**src/rtl/div_unit_if.sv**
```systemverilog
// Request/response bundle between the execute stage and the iterative divider.
interface div_unit_if #(
    parameter int WIDTH = 32
);
    logic             start_i;
    logic [1:0]       div_op_i;
    logic [WIDTH-1:0] a_i;
    logic [WIDTH-1:0] b_i;
    logic             flush_i;
    logic             busy_o;
    logic             done_o;
    logic [WIDTH-1:0] result_o;

    modport master (
        output start_i, div_op_i, a_i, b_i, flush_i,
        input  busy_o, done_o, result_o
    );

    modport slave (
        input  start_i, div_op_i, a_i, b_i, flush_i,
        output busy_o, done_o, result_o
    );
endinterface

```
**src/rtl/div_unit.sv**
```systemverilog
// Radix-2 restoring divider for DIV/DIVU/REM/REMU, one quotient bit per cycle,
// with divide-by-zero and signed overflow resolved at acceptance.
module div_unit #(
    parameter int WIDTH = 32
) (
    input logic       clk_i,
    input logic       reset_i,
    div_unit_if.slave bus
);
    localparam int CW = $clog2(WIDTH);

    typedef enum logic [1:0] {
        S_IDLE = 2'd0,
        S_CALC = 2'd1,
        S_DONE = 2'd2
    } state_t;

    state_t           r_state;
    logic [1:0]       r_op;
    logic             r_neg_q;
    logic             r_neg_r;
    logic [WIDTH-1:0] r_rem;
    logic [WIDTH-1:0] r_quot;
    logic [WIDTH-1:0] r_dvs;
    logic [WIDTH-1:0] r_result;
    logic [CW-1:0]    r_cnt;

    logic             w_signed;
    logic             w_a_neg;
    logic             w_b_neg;
    logic [WIDTH-1:0] w_a_abs;
    logic [WIDTH-1:0] w_b_abs;
    logic             w_div0;
    logic             w_ovf;
    logic [WIDTH-1:0] w_spec_res;
    logic [WIDTH:0]   w_sh;
    logic [WIDTH:0]   w_trial;
    logic             w_fit;
    logic [WIDTH-1:0] w_rem_nx;
    logic [WIDTH-1:0] w_quot_nx;
    logic [WIDTH-1:0] w_fin;

    assign w_signed = ~bus.div_op_i[0];
    assign w_a_neg  = w_signed & bus.a_i[WIDTH-1];
    assign w_b_neg  = w_signed & bus.b_i[WIDTH-1];
    assign w_a_abs  = w_a_neg ? -bus.a_i : bus.a_i;
    assign w_b_abs  = w_b_neg ? -bus.b_i : bus.b_i;
    assign w_div0   = (bus.b_i == '0);
    assign w_ovf    = w_signed
                    & (bus.a_i == {1'b1, {(WIDTH-1){1'b0}}})
                    & (bus.b_i == '1);

    always_comb begin
        w_spec_res = '0;
        if (w_div0)
            w_spec_res = bus.div_op_i[1] ? bus.a_i : '1;
        else
            w_spec_res = bus.div_op_i[1] ? '0 : {1'b1, {(WIDTH-1){1'b0}}};
    end

    // The shifted partial remainder can reach 33 bits; the trial's MSB is its sign.
    assign w_sh      = {r_rem, r_quot[WIDTH-1]};
    assign w_trial   = w_sh - {1'b0, r_dvs};
    assign w_fit     = ~w_trial[WIDTH];
    assign w_rem_nx  = w_fit ? w_trial[WIDTH-1:0] : w_sh[WIDTH-1:0];
    assign w_quot_nx = {r_quot[WIDTH-2:0], w_fit};

    always_comb begin
        w_fin = '0;
        if (r_op[1])
            w_fin = r_neg_r ? -w_rem_nx : w_rem_nx;
        else
            w_fin = r_neg_q ? -w_quot_nx : w_quot_nx;
    end

    always_ff @(posedge clk_i or posedge reset_i) begin
        if (reset_i) begin
            r_state  <= S_IDLE;
            r_op     <= '0;
            r_neg_q  <= 1'b0;
            r_neg_r  <= 1'b0;
            r_rem    <= '0;
            r_quot   <= '0;
            r_dvs    <= '0;
            r_result <= '0;
            r_cnt    <= '0;
        end else if (bus.flush_i) begin
            r_state <= S_IDLE;
        end else begin
            unique case (r_state)
                S_IDLE, S_DONE: begin
                    if (bus.start_i) begin
                        r_op    <= bus.div_op_i;
                        r_neg_q <= w_a_neg ^ w_b_neg;
                        r_neg_r <= w_a_neg;
                        r_rem   <= '0;
                        r_quot  <= w_a_abs;
                        r_dvs   <= w_b_abs;
                        r_cnt   <= '0;
                        if (w_div0 || w_ovf) begin
                            r_result <= w_spec_res;
                            r_state  <= S_DONE;
                        end else begin
                            r_state <= S_CALC;
                        end
                    end else begin
                        r_state <= S_IDLE;
                    end
                end
                S_CALC: begin
                    r_rem  <= w_rem_nx;
                    r_quot <= w_quot_nx;
                    r_cnt  <= r_cnt + 1'b1;
                    if (r_cnt == CW'(WIDTH - 1)) begin
                        r_result <= w_fin;
                        r_state  <= S_DONE;
                    end
                end
                default: r_state <= S_IDLE;
            endcase
        end
    end

    assign bus.busy_o   = (r_state == S_CALC);
    assign bus.done_o   = (r_state == S_DONE);
    assign bus.result_o = r_result;
endmodule

```
**src/flat_wrapper.sv**
```systemverilog
// flat-port wrapper written by rule: the top's interface ports become plain ports
module div_unit_flat 
#(
    parameter int WIDTH = 32
)
  (clk_i, reset_i, bus_start_i, bus_div_op_i, bus_a_i, bus_b_i, bus_flush_i, bus_busy_o, bus_done_o, bus_result_o);
  div_unit_if #(.WIDTH(WIDTH)) bus_i ();
  input logic clk_i;
  input logic reset_i;
  input wire logic [$bits(bus_i.start_i)-1:0] bus_start_i;
  input wire logic [$bits(bus_i.div_op_i)-1:0] bus_div_op_i;
  input wire logic [$bits(bus_i.a_i)-1:0] bus_a_i;
  input wire logic [$bits(bus_i.b_i)-1:0] bus_b_i;
  input wire logic [$bits(bus_i.flush_i)-1:0] bus_flush_i;
  output wire logic [$bits(bus_i.busy_o)-1:0] bus_busy_o;
  output wire logic [$bits(bus_i.done_o)-1:0] bus_done_o;
  output wire logic [$bits(bus_i.result_o)-1:0] bus_result_o;
  assign bus_i.start_i = bus_start_i;
  assign bus_i.div_op_i = bus_div_op_i;
  assign bus_i.a_i = bus_a_i;
  assign bus_i.b_i = bus_b_i;
  assign bus_i.flush_i = bus_flush_i;
  assign bus_busy_o = bus_i.busy_o;
  assign bus_done_o = bus_i.done_o;
  assign bus_result_o = bus_i.result_o;
  div_unit #(.WIDTH(WIDTH)) u_core (.clk_i(clk_i), .reset_i(reset_i), .bus(bus_i));
endmodule
```
**config.mk**
```make
export PLATFORM = sky130hd
export DESIGN_NAME = div_unit_flat
export DESIGN_NICKNAME = d
export VERILOG_FILES = /design/src/rtl/div_unit_if.sv /design/src/rtl/div_unit.sv /design/src/flat_wrapper.sv
export SDC_FILE = /design/constraint.sdc
export NUM_CORES = 1
export LEC_CHECK = 0
export ABC_AREA = 0
export CAP_MARGIN = 20
export CORE_UTILIZATION = 25
export DETAILED_ROUTE_END_ITERATION = 8
export DONT_BUFFER_PORTS = 1
export PLACE_DENSITY = 0.47
export RECOVER_POWER = 25
export SLEW_MARGIN = 20
export SYNTH_ARGS = -nofsm -noshare
export SYNTH_HDL_FRONTEND = slang
export SYNTH_SLANG_ARGS = --single-unit
```
**constraint.sdc**
```tcl
create_clock -name clk_i -period 6.1 [get_ports clk_i]
set_clock_uncertainty 0.2 [all_clocks]
set_input_delay 0.305 -clock clk_i [delete_from_list [all_inputs] [get_ports clk_i]]
set_output_delay 0.305 -clock clk_i [all_outputs]
set_load 0.02 [all_outputs]
```
Yosys cells after proc, flatten, opt, wreduce, memory -nomap -nowiden
Cells that the tools add are included.
{"block": "totals", "ff_bits": 139, "out_inout_bits": 34, "wordCells": 64, "in_bits": 70}
{"block": "op_classes", "add_sub_neg": 6, "mux": 24, "n_eq_ne": 9, "bitwise": 8, "reduce_logical": 8}
{"operator": "$mux W32", "n": 14}
{"operator": "$pmux W32 S2", "n": 3}
{"operator": "$neg A32 Y32", "n": 4}
{"operator": "$eq A32 B32 Y1 const B", "n": 2}
{"operator": "$sub A33 B32 Y33", "n": 1}
{"operator": "$logic_not A32 Y1", "n": 1}
{"operator": "$pmux W5 S2", "n": 1}
{"operator": "$mux W2", "n": 4}
{"operator": "$reduce_and A3 Y1", "n": 2}
{"operator": "$add A5 B1 Y5 const B", "n": 1}
{"operator": "$eq A5 B5 Y1 const B", "n": 1}
{"operator": "$mux W5", "n": 1}
{"operator": "$reduce_and A5 Y1", "n": 1}
{"operator": "$and A1 B1 Y1", "n": 4}
{"operator": "$ne A2 B1 Y1 const B", "n": 2}
{"operator": "$pmux W2 S2", "n": 1}
{"operator": "$ne A3 B2 Y1 const B", "n": 1}
{"operator": "$not A1 Y1", "n": 3}
{"operator": "$eq A2 B1 Y1 const B", "n": 1}
{"operator": "$eq A2 B2 Y1 const B", "n": 1}
{"operator": "$logic_not A2 Y1", "n": 1}
{"operator": "$ne A2 B2 Y1 const B", "n": 1}
{"operator": "$reduce_bool A2 Y1", "n": 1}
{"operator": "$reduce_or A2 Y1", "n": 1}
{"operator": "other kinds (2)", "n": 2}

Longest topological paths before layout
Gate-level depths: netlist (run 1).
{"block": "logic_depth", "depth_word": 8, "mapped_depth": 25, "mapped_depth_nobuf": 21}

Least setup slack after synthesis (run 1)
OpenSTA, ideal clock, no wires.
{"block": "synth_path", "path_kind": "register to register", "from": "reg u_core.r_quot[31]", "to": "reg u_core.r_result[30] (netlist: u_core.bus.result_o[30])", "stages_incl_launch_ff": 25, "arrival_ps": 4999, "synth_period_minus_slack_ps": 5320, "slack_ps": 780, "setup_time_ps": 121, "cell_sequence": "dfrtp_1 inv_1 ha_1 fa_1 nand2b_1 a21oi_4 o211ai_2 a2111oi_4 o21a_1 nor2_4 inv_2 buf_6 buf_2 buf_2 buf_2 ha_1 nand3b_1 or2_1 or3b_1 o31a_1 a21oi_1 xnor2_1 a221oi_1 o21ai_0 o22a_1"}
{"block": "synth_between", "elab_chain_cells": 7}
{"item": "from (decl)", "line": "div_unit.sv:23", "text": "logic [WIDTH-1:0] r_quot;"}
{"item": "from (signal assigned)", "line": "div_unit.sv:97", "text": "r_quot <= w_a_abs;"}
{"item": "from (signal assigned)", "line": "div_unit.sv:112", "text": "r_quot <= w_quot_nx;"}
{"item": "$sub A33 B32 Y33", "line": "div_unit.sv:63", "text": "assign w_trial = w_sh - {1'b0, r_dvs};"}
{"item": "$mux W32 / $not A1 Y1 (equally long branches)", "line": "div_unit.sv:65, div_unit.sv:64"}
{"item": "$neg A32 Y32, on equally long branches", "line": "div_unit.sv:71, div_unit.sv:73"}
{"item": "$mux W32, on equally long branches", "line": "div_unit.sv:71, div_unit.sv:73"}
{"item": "$mux W32 *", "line": "div_unit.sv:70", "text": "if (r_op[1])"}
{"item": "$mux W32 *", "line": "div_unit.sv:114", "text": "if (r_cnt == CW'(WIDTH - 1)) begin"}
{"item": "$pmux W32 S2 *", "line": "div_unit.sv:90", "text": "unique case (r_state)"}
{"item": "to (signal assigned)", "line": "div_unit.sv:101", "text": "r_result <= w_spec_res;"}
{"item": "to (signal assigned)", "line": "div_unit.sv:115", "text": "r_result <= w_fin;"}
{"item": "to (decl)", "line": "div_unit.sv:25", "text": "logic [WIDTH-1:0] r_result;"}
Every way passes the cells marked *; elsewhere a longest branch is shown, timed or not. The select of a mux whose other input is x is not followed.
A chain may end at the register's enable or synchronous reset.

Worst setup path in the final report (run 1)
{"block": "layout_path", "from": "reg u_core.r_rem[16]", "to": "reg u_core.r_result[30] (netlist: u_core.bus.result_o[30])"}
{"block": "layout_between", "elab_chain_cells": 7}
{"item": "from (decl)", "line": "div_unit.sv:22", "text": "logic [WIDTH-1:0] r_rem;"}
{"item": "from (signal assigned)", "line": "div_unit.sv:111", "text": "r_rem <= w_rem_nx;"}
{"item": "$sub A33 B32 Y33", "line": "div_unit.sv:63"}
{"item": "$mux W32 / $not A1 Y1 (equally long branches)", "line": "div_unit.sv:65, div_unit.sv:64"}
{"item": "$neg A32 Y32, on equally long branches", "line": "div_unit.sv:71, div_unit.sv:73"}
{"item": "$mux W32, on equally long branches", "line": "div_unit.sv:71, div_unit.sv:73"}
{"item": "$mux W32 *", "line": "div_unit.sv:70"}
{"item": "$mux W32 *", "line": "div_unit.sv:114"}
{"item": "$pmux W32 S2 *", "line": "div_unit.sv:90"}
Marks and branches as above.

==> impl_metrics.env, run 1 <==
export IMPL_status="finished with violations"
export IMPL_violations="capacitance limit, slew limit"
export IMPL_p_sw_share_pct=51.8
export IMPL_htree_num_levels=4
export IMPL_clock_sinks=138
export IMPL_numPortBuffers=0
export IMPL_ctsResizeCount=0
export IMPL_cp_required_ns=6.24
export IMPL_rsz0062_at_grt="no"
export IMPL_initial_core_util_pct=25.5
export IMPL_layout_common_cells="195 x nand2_1, 187 x o21ai_0, 138 x dfrtp_1, 136 x nor2_1, 119 x a21oi_1"
export IMPL_fmax_mhz=183
export IMPL_dp_hpwl_um=33500
export IMPL_cts_buffers=17
export IMPL_netlist_instances=1550
export IMPL_wl_per_cell_um=20.6
export IMPL_layout_commonest_cell="nand2_1"
export IMPL_synth_seq_area_share_pct=28.8
export IMPL_finalHoldViolCount=0
export IMPL_async_flop_share_pct=100
export IMPL_synth_flop_cell="dfrtp_1"
export IMPL_first_pass_iters=7
export IMPL_ys_ff_latch=138
export IMPL_grt_max_degree=98
export IMPL_postCtsHoldBufs=70
export IMPL_io_pins=104
export IMPL_dieArea_sq_um=48800
export IMPL_clkSlewWorstSetupHoldPaths_ns=0.06
export IMPL_fp_dieH_um=221
export IMPL_p_int_mw=3.56
export IMPL_cts_setup_buffers=0
export IMPL_sequentialPowerShare_pct=23.1
export IMPL_grt_pass1_vias=11554
export IMPL_fillers=5072
export IMPL_grt_first_pass_wirelength_um=70100
export IMPL_leakagePower_nw=5.41
export IMPL_cts_tree="done"
export IMPL_grt_overflow_total=0
export IMPL_worst_slack_ns=0.643
export IMPL_die_x_um=221
export IMPL_core_sq_um=47000
export IMPL_syn_avg_cell_area_sq_um=7.73
export IMPL_p_total_mw=7.38
export IMPL_place_congestion=0.898
export IMPL_cts_root_buf="clkbuf_16"
export IMPL_syn_area_sq_um=12000
export IMPL_crit_path_end_kind="flop"
export IMPL_startpoint_type="flop"
export IMPL_final_setup_viol_count=0
export IMPL_fin_nets=1682
export IMPL_synth_largest_area_cell="dfrtp_1"
export IMPL_reg2reg_depth=18
export IMPL_post_synth_num_cell_types=94
export IMPL_yosys_warnings=0
export IMPL_hold_path_class="input pin to flop"
export IMPL_syn_nets=1660
export IMPL_cp_max_fo=17
export IMPL_tightest_slew_ns=2.40
export IMPL_share_comb_of_total_power_pct=61.0
export IMPL_clockPowerShare_pct=15.9
export IMPL_synthTopCellsByArea="dfrtp_1 29%, o21ai_0 7.8%, nand2_1 6.1%, xnor2_1 5.3%, a21oi_1 5.0%"
export IMPL_period_needed_ns=5.46
export IMPL_clk_latency_ns=0.46
export IMPL_synth_edf_count=0
export IMPL_wirelength_um=45100
export IMPL_area_growth_syn_to_layout_pct=15.6
export IMPL_dr_total_vias=11574
export IMPL_synth_top_area_share_pct=28.8
export IMPL_peakVddDrop_uv=287
export IMPL_diodes=0
export IMPL_cap_violations=1
export IMPL_drt_initial_drc_count=781
export IMPL_finalCritPeriodShare_pct=89.5
export IMPL_clockBufferDepth=2
export IMPL_drc=0
export IMPL_p_sw_mw=3.83
export IMPL_groute_usage_overall_pct=18.5
export IMPL_crit_arrival_ns=5.60
export IMPL_drtAntennaViolNets=0
export IMPL_post_place_ws_ns=0.705
export IMPL_powerDensity_nw_per_um2=533
export IMPL_grt_antenna_before_repair=1
export IMPL_holdPathStages=4
export IMPL_core_rowCount=79
export IMPL_crit_type="flop to flop"
export IMPL_drv_slew=47
export IMPL_relSlewSlack_pct=-60.8
export IMPL_tns_ns=0
export IMPL_drive_gt1_share_pct=6.06
export IMPL_vias_per_cell=5.28
==> power groups by stage <==
stage | logic (mW) | registers [mW] | clock network (mW)
after floorplan | 3.38 | 1.55 | 0
after global placement | 4.42 | 1.72 | 0
after detailed placement | 4.42 | 1.72 | 0
after CTS | 4.48 | 1.71 | 1.20
after global routing | 4.94 | 1.75 | 1.23
final | 4.50 | 1.70 | 1.18
==> path summary, 6_finish.rpt <==
| path | start | to | slack [ns] |
|---|---|---|---|
| worst min register to register | u_core.r_dvs[26] | u_core.r_dvs[26] | 0.28 |
| max in group asynchronous | reset_i | u_core.r_dvs[6] | 3.38 |
| min in group asynchronous | reset_i | u_core.r_quot[23] | 0.75 |
| worst min-delay path | bus_a_i[22] | u_core.bus.result_o[22] | 0.007 |
| worst max-delay path | u_core.r_rem[16] | u_core.bus.result_o[30] | 0.64 |
| worst max register to register | u_core.r_rem[16] | u_core.bus.result_o[30] | 0.64 |
==> Yosys cell counts, drive strengths merged, types with 7 or more instances <==
library cell,n
o21ai,199
nand2,196
nor2,141
dfrtp,138
a21oi,125
xnor2,72
xor2,63
inv,55
clkbuf,50
ha,39
or3,35
buf,33
o31ai,31
nor3,30
o211ai,25
mux2i,24
nand3,22
nand4,21
a31oi,19
nand2b,18
nor2b,17
and3,13
or4,13
a21o,12
nor4,12
o21a,12
o22ai,11
and2,10
a211oi,9
a21boi,9
o41ai,9
a221oi,7
==> sequential cells by signal (all words and copies together) (netlist names) <==
signal               flops
u_core.r_neg_q           1
u_core.bus.result_o     32
u_core.r_cnt             5
u_core.r_state           2
u_core.r_dvs            32
u_core.r_quot           32
u_core.r_neg_r           1
u_core.r_rem            32
u_core.r_op              1
==> layer usage <==
metal	vias to the layer above	GRT usage, %	share of wire (%)
met1	5655	23.0	44
li1	5654	-	-
met5	-	0	0
met3	51	2.40	3.5
met4	0	7.02	2.8
met2	214	32.5	50
==> through the flow <==
stage,area (sq um),std cells,hold WS [ns],utilization [%]
floorplan,12000,1550,0.201,-
CTS,13900,2192,0.00257,29.5
global route,13800,2192,0.0315,29.5
detailed placement,12500,2090,0.0340,26.6
global placement,12500,2090,0.0410,26.6
finish,13800,2192,0.00689,29.5
==> worst max-delay path, cell delays in order, from the launching register on <==
cell       delay [ns]
dfrtp_1          0.45
ha_1             0.55
a21oi_1          0.20
o21ai_1          0.22
a2111oi_2        0.10
o31ai_1          0.62
o21a_1           0.29
nor2_4           0.06
inv_2            0.23
ha_1             0.24
nand3b_1         0.13
or2_1            0.29
or3b_1           0.50
o31a_1           0.34
a21oi_1          0.16
xnor2_1          0.08
a221oi_1         0.34
o21ai_0          0.14
o22a_1           0.19
==> area by class of cell <==
class / count / area, sq um / area share, %
sequential: 138 / 3450 / 24.9
clock inverter: 12 / 188 / 1.36
inverter: 56 / 211 / 1.53
clock buffer: 20 / 457 / 3.30
multi-input combinational: 1273 / 7960 / 57.5
tap: 607 / 759 / 5.48
timing repair buffer: 86 / 817 / 5.90
==> logic make-up after synthesis <==
kind of cell / Yosys count / synth area share (%)
multiplexers: 28 / 2.38
adder cells (fa/ha/maj): 40 / 4.24
buffers and inverters: 139 / 4.80
AO/OA/AOI/OAI: 516 / 27.5
XOR/XNOR: 135 / 9.87
flip-flops: 138 / 28.8
AND/OR/NAND/NOR: 554 / 22.4
(Power assumes the default switching activity.)
==> run 2: changes to the inputs <==
Settings changed: CORE_UTILIZATION 25 to 60, PLACE_DENSITY 0.47 to 0.85.
==> run 2 against run 1 <==
Net effect: the run ends with hold timing, capacitance limit, slew limit left; sequential power about the same; maximum frequency down 5.7%; global-route usage up 20 points; non-clock buffer count down 12; via count up 6.6%; core utilization up 39 points; clock power down 7%; combinational power down 2%; worst hold slack worse by 0.011 ns; highest routed layer unchanged; sequential cell count unchanged; sequential share of layout area up 1.0 points; design area down 4.0%.
==> impl_metrics.env, run 2 (same netlist as run 1, synthesis figures left out) <==
export IMPL_status="finished with violations"
export IMPL_violations="hold timing, capacitance limit, slew limit"
export IMPL_peakVddDrop_uv=438
export IMPL_finalCritPeriodShare_pct=94.9
export IMPL_sequentialPowerShare_pct=23.3
export IMPL_grt_antenna_before_repair=0
export IMPL_cp_max_fo=17
export IMPL_crit_path_end_kind="flop"
export IMPL_grt_max_degree=82
export IMPL_layout_common_cells="195 x nand2_1, 187 x o21ai_0, 138 x dfrtp_1, 136 x nor2_1, 119 x a21oi_1"
export IMPL_core_rowCount=51
export IMPL_drtAntennaViolNets=0
export IMPL_p_sw_share_pct=51.3
export IMPL_reg2reg_depth=20
export IMPL_area_growth_syn_to_layout_pct=11.0
export IMPL_crit_buf_inv=2
export IMPL_cap_violations=1
export IMPL_numPortBuffers=0
export IMPL_crit_arrival_ns=5.91
export IMPL_placedCellCount=1746
export IMPL_tns_ns=0
export IMPL_crit_family="compound AO/OA/AOI/OAI gates"
export IMPL_grt_pass1_vias=11519
export IMPL_cts_root_buf="clkbuf_16"
export IMPL_hold_path_class="input pin to flop"
export IMPL_grt_first_pass_wirelength_um=60600
export IMPL_vias_per_cell=6.71
export IMPL_cp_required_ns=6.22
export IMPL_cp_slowest_stage_delay_ns=0.53
export IMPL_leakagePower_nw=5.35
export IMPL_clockBufferDepth=2
export IMPL_groute_usage_overall_pct=38.3
export IMPL_ctsResizeCount=0
export IMPL_first_pass_iters=7
export IMPL_fmax_mhz=173
export IMPL_fin_nets=1670
export IMPL_drv_slew=82
export IMPL_wirelength_um=38300
export IMPL_cpMostUsedCell="ha_1"
export IMPL_final_setup_viol_count=0
export IMPL_r2r_start="u_core.r_quot[31]"
export IMPL_dp_hpwl_um=27200
export IMPL_powerDensity_nw_per_um2=540
export IMPL_fp_dieH_um=143
export IMPL_rsz0062_at_grt="no"
export IMPL_min_to="u_core.bus.result_o[8]"
export IMPL_wl_per_cell_um=20.8
export IMPL_final_util_pct=68.1
export IMPL_dieArea_sq_um=20500
export IMPL_p_total_mw=7.19
export IMPL_drive_gt1_share_pct=5.98
export IMPL_period_needed_ns=5.79
export IMPL_clkSlewWorstSetupHoldPaths_ns=0.07
export IMPL_crit_reg2reg_capture="u_core.bus.result_o[30]"
export IMPL_place_congestion=0.951
export IMPL_cts_tree="done"
export IMPL_diodes=0
export IMPL_crit_cells=20
export IMPL_reg2reg_setup_slack_ns=0.31
export IMPL_initial_core_util_pct=61.4
export IMPL_p_sw_mw=3.68
export IMPL_cts_buffers=17
export IMPL_clock_sinks=138
export IMPL_p_int_mw=3.50
export IMPL_holdPathStages=2
export IMPL_htree_num_levels=4
export IMPL_core_sq_um=19500
export IMPL_crit_chain="inv_1 > ha_1 > fa_1 > nand2b_1 > a21oi_4 > o211ai_2 > a2111oi_4 > o21a_1 > nor2_4 > inv_2 > ha_1 > nand3b_1 > or2_1 > or3b_1 > o31a_1 > a21oi_1 > xnor2_1 > a221oi_1 > o21ai_0 > o22a_1"
export IMPL_startpoint_type="flop"
export IMPL_die_x_um=143
export IMPL_finalHoldViolCount=2
export IMPL_drc=0
export IMPL_crit_type="flop to flop"
export IMPL_share_comb_of_total_power_pct=61.4
export IMPL_io_pins=104
export IMPL_min_from="bus_a_i[8]"
export IMPL_grt_overflow_total=0
export IMPL_layoutNonFillerInstCount=1838
export IMPL_layout_commonest_cell="nand2_1"
export IMPL_slowest_stage="o21a_1"
export IMPL_whs_ns=-0.00399
export IMPL_drt_initial_drc_count=1305
export IMPL_clk_latency_ns=0.44
export IMPL_clockPowerShare_pct=15.3
export IMPL_tightest_slew_ns=3.81
export IMPL_relSlewSlack_pct=-155
export IMPL_dr_total_vias=12342
run 2: metal layers:
metal  wire, um  global-route usage [%]  share of wire [%]  vias up
li1           -                       -                  -     5630
met2      17600                    60.9                 46      691
met1      15600                    50.6                 41     5878
met4       1900                    19.3                5.0        0
met5          0                       0                  0        -
met3       3160                    6.00                8.3      143
run 2: how the worst max path moves through the flow:
| stage | startpoint | end |
|---|---|---|
| after detailed placement | u_core.r_quot[31] | u_core.bus.result_o[30] |
| after floorplan | u_core.r_quot[31] | u_core.bus.result_o[30] |
| after global placement | u_core.r_quot[31] | u_core.bus.result_o[30] |
| after global routing | u_core.r_rem[16] | u_core.bus.result_o[30] |
| after CTS | u_core.r_quot[31] | u_core.bus.result_o[30] |
| final | u_core.r_quot[31] | u_core.bus.result_o[30] |
run 2: power by group through the flow:
stage	clock network (mW)	registers [mW]	logic, mW
after floorplan	0	1.55	3.38
after global placement	0	1.66	4.17
after detailed placement	0	1.67	4.23
after CTS	1.10	1.66	4.31
after global routing	1.14	1.70	4.81
final	1.10	1.67	4.41
run 2: layout make-up:
class                   instances  area [sq um]
repair buffers                 74           726
multi-input cells            1273          7970
inverters                      56           211
flip-flops and latches        138          3450
clock buffers                  20           447
clock inverters                12           163
well taps                     265           332
fillers                      1667          6230
run 2: repair_timing:
| action | in CTS | in global routing |
|---|---|---|
| setup buffers | 0 | 0 |
| hold buffers | 60 | 0 |
| hold endpoints to repair | 143 | 0 |
run 2: per-stage QoR:
stage          hold WS (ns)  instance area, sq um  worst slack, ns
2_1_floorplan         0.201                 12000            0.780
3_5_place_dp          0.154                 12100            0.527
5_1_grt              0.0103                 13300            0.139
3_3_place_gp          0.143                 12100            0.674
4_1_cts             0.00106                 13300            0.488
6_report           -0.00399                 13300            0.312
==> run 3: changes to the inputs <==
Settings changed: ABC_AREA 0 to 1, GPL_ROUTABILITY_DRIVEN from default to 1.
==> run 3 against run 2 <==
Net effect: the flow finishes with violations (capacitance limit, slew limit); synthesized cell count is 40% higher; sequential cell count is the same; area after synthesis rose by 10%; combinational power up 28%.
==> impl_metrics.env, run 3 <==
export IMPL_status="finished with violations"
export IMPL_violations="capacitance limit, slew limit"
export IMPL_startpoint_type="flop"
export IMPL_r2r_start="u_core.r_quot[31]"
export IMPL_layout_commonest_cell="nand2_1"
export IMPL_synth_top_area_share_pct=26.2
export IMPL_diodes=0
export IMPL_cts_buffers=17
export IMPL_tightest_slew_ns=3.36
export IMPL_peakVddDrop_uv=356
export IMPL_clockBufferDepth=2
export IMPL_fmax_mhz=184
export IMPL_period_needed_ns=5.43
export IMPL_reg2reg_setup_slack_ns=0.67
export IMPL_cp_required_ns=6.22
export IMPL_first_pass_iters=6
export IMPL_syn_avg_cell_area_sq_um=6.11
export IMPL_crit_arrival_ns=5.55
export IMPL_core_sq_um=21300
export IMPL_grt_max_degree=78
export IMPL_synth_edf_count=0
export IMPL_grt_antenna_before_repair=0
export IMPL_synth_seq_area_share_pct=26.2
export IMPL_place_congestion=0.970
export IMPL_dr_total_vias=14658
export IMPL_cts_root_buf="clkbuf_16"
export IMPL_final_setup_viol_count=0
export IMPL_rsz0062_at_grt="no"
export IMPL_dp_hpwl_um=33100
export IMPL_finalCritPeriodShare_pct=89.1
export IMPL_syn_nets=2273
export IMPL_wirelength_um=45300
export IMPL_cap_violations=1
export IMPL_cp_slowest_stage_delay_ns=0.40
export IMPL_yosys_warnings=0
export IMPL_groute_usage_overall_pct=41.3
export IMPL_initial_core_util_pct=62.0
export IMPL_clkSlewWorstSetupHoldPaths_ns=0.06
export IMPL_finalHoldViolCount=0
export IMPL_synthTopCellsByArea="dfrtp_1 26%, nand2_1 19%, inv_1 9.1%, nor2_1 6.2%, o21ai_0 5.2%"
export IMPL_wl_per_cell_um=18.4
export IMPL_htree_num_levels=4
export IMPL_cpMostUsedCell="nand2_1"
export IMPL_crit_reg2reg_capture="u_core.bus.result_o[26]"
export IMPL_reg2reg_depth=31
export IMPL_drc=0
export IMPL_fin_nets=2288
export IMPL_powerDensity_nw_per_um2=580
export IMPL_crit_path_end="u_core.bus.result_o[26]"
export IMPL_tns_ns=0
export IMPL_synth_flop_cell="dfrtp_1"
export IMPL_clk_latency_ns=0.43
export IMPL_synth_most_common_cell="nand2_1"
export IMPL_fp_dieH_um=150
export IMPL_slowest_stage="fa_1"
export IMPL_drtAntennaViolNets=0
export IMPL_dieArea_sq_um=22600
export IMPL_netlist_instances=2163
export IMPL_synth_largest_area_cell="dfrtp_1"
export IMPL_layout_common_cells="653 x nand2_1, 319 x inv_1, 216 x nor2_1, 138 x o21ai_0, 138 x dfrtp_1"
export IMPL_core_rowCount=53
export IMPL_whs_ns=0.0112
export IMPL_drv_slew=71
export IMPL_leakagePower_nw=7.65
export IMPL_drive_gt1_share_pct=7.58
export IMPL_startpoint="u_core.r_quot[31]"
export IMPL_min_from="bus_b_i[3]"
export IMPL_clock_sinks=138
export IMPL_drt_initial_drc_count=1637
export IMPL_crit_type="flop to flop"
export IMPL_numPortBuffers=0
export IMPL_grt_first_pass_wirelength_um=71200
export IMPL_io_pins=104
export IMPL_ys_ff_latch=138
export IMPL_grt_pass1_vias=13417
export IMPL_async_flop_share_pct=100
export IMPL_relSlewSlack_pct=-125
export IMPL_crit_path_end_kind="flop"
export IMPL_vias_per_cell=5.94
export IMPL_hold_path_class="input pin to flop"
export IMPL_grt_overflow_total=0
export IMPL_area_growth_syn_to_layout_pct=9.38
export IMPL_cts_setup_buffers=0
export IMPL_syn_area_sq_um=13200
export IMPL_die_x_um=150
export IMPL_post_synth_num_cell_types=60
export IMPL_cts_tree="done"
export IMPL_ctsResizeCount=0
export IMPL_cp_max_fo=42
export IMPL_ys_top_cells_by_count="654 x nand2_1, 321 x inv_1, 218 x nor2_1, 138 x dfrtp_1, 138 x o21ai_0"
run 3: routing by layer:
layer	up-vias	track usage, %	part of all wire (%)
met1	6706	58.3	42
met2	887	60.9	43
met5	-	0	0
li1	6943	-	-
met3	122	10.5	12
met4	0	14.0	3.2
run 3: logic make-up after synthesis:
group	count (synthesis)	synth area share (%)
xor gates and xnor gates	53	3.52
adders and majority gates	40	3.85
muxes	1	0.0758
and+or+nand+nor	1186	38.9
AOI/OAI and AO/OA	344	15.3
buffers and inverters	401	12.2
DFF	138	26.2
run 3: worst min path at each step:
stage	cells past startpoint	end	slack, ns
global route	3	u_core.r_quot[25]	0.03
CTS	3	u_core.r_quot[15]	0.002
finish	3	u_core.r_dvs[4]	0.01
global placement	1	u_core.r_cnt[1]	0.11
detailed placement	1	u_core.r_cnt[0]	0.12
floorplan	2	u_core.r_dvs[10]	0.25
run 3: what timing repair did:
item	CTS	global route
setup endpoints to repair	0	0
hold endpoints to repair	147	0
hold buffers	59	0
run 3: through the flow:
stage	utilization (%)	worst slack (ns)	power, mW	area (sq um)	std cells
2_1_floorplan	-	1.78	5.85	13200	2163
3_3_place_gp	62.3	1.05	7.00	13300	2374
3_5_place_dp	62.4	0.852	7.08	13300	2375
4_1_cts	67.9	0.820	8.22	14500	2466
5_1_grt	67.9	0.205	9.10	14400	2466
6_report	67.9	0.666	8.38	14400	2466
run 3: cell type report:
| type | instances | area, sq um |
|---|---|---|
| Clock buffer | 19 | 453 |
| Clock inverter | 13 | 133 |
| Fill cell | 1908 | 6840 |
| Inverter | 328 | 1230 |
| Multi-Input combinational cell | 1624 | 8160 |
| Sequential cell | 138 | 3450 |
| Tap cell | 275 | 344 |
| Timing Repair Buffer | 69 | 673 |
run 3: critical path, delay by kind of cell, from the launching register on:
kind            cells  cell delay [ns]
compound gates      3             0.41
buf+inv             4             0.31
fa+ha+maj           3             0.87
simple gates       21             3.14
flops               1             0.37
run 3: power breakdown:
group | total [mW] | internal (mW) | switching [mW]
combinational | 5.63 | 1.74 | 3.89
clock | 1.07 | 0.595 | 0.477
sequential | 1.67 | 1.23 | 0.445
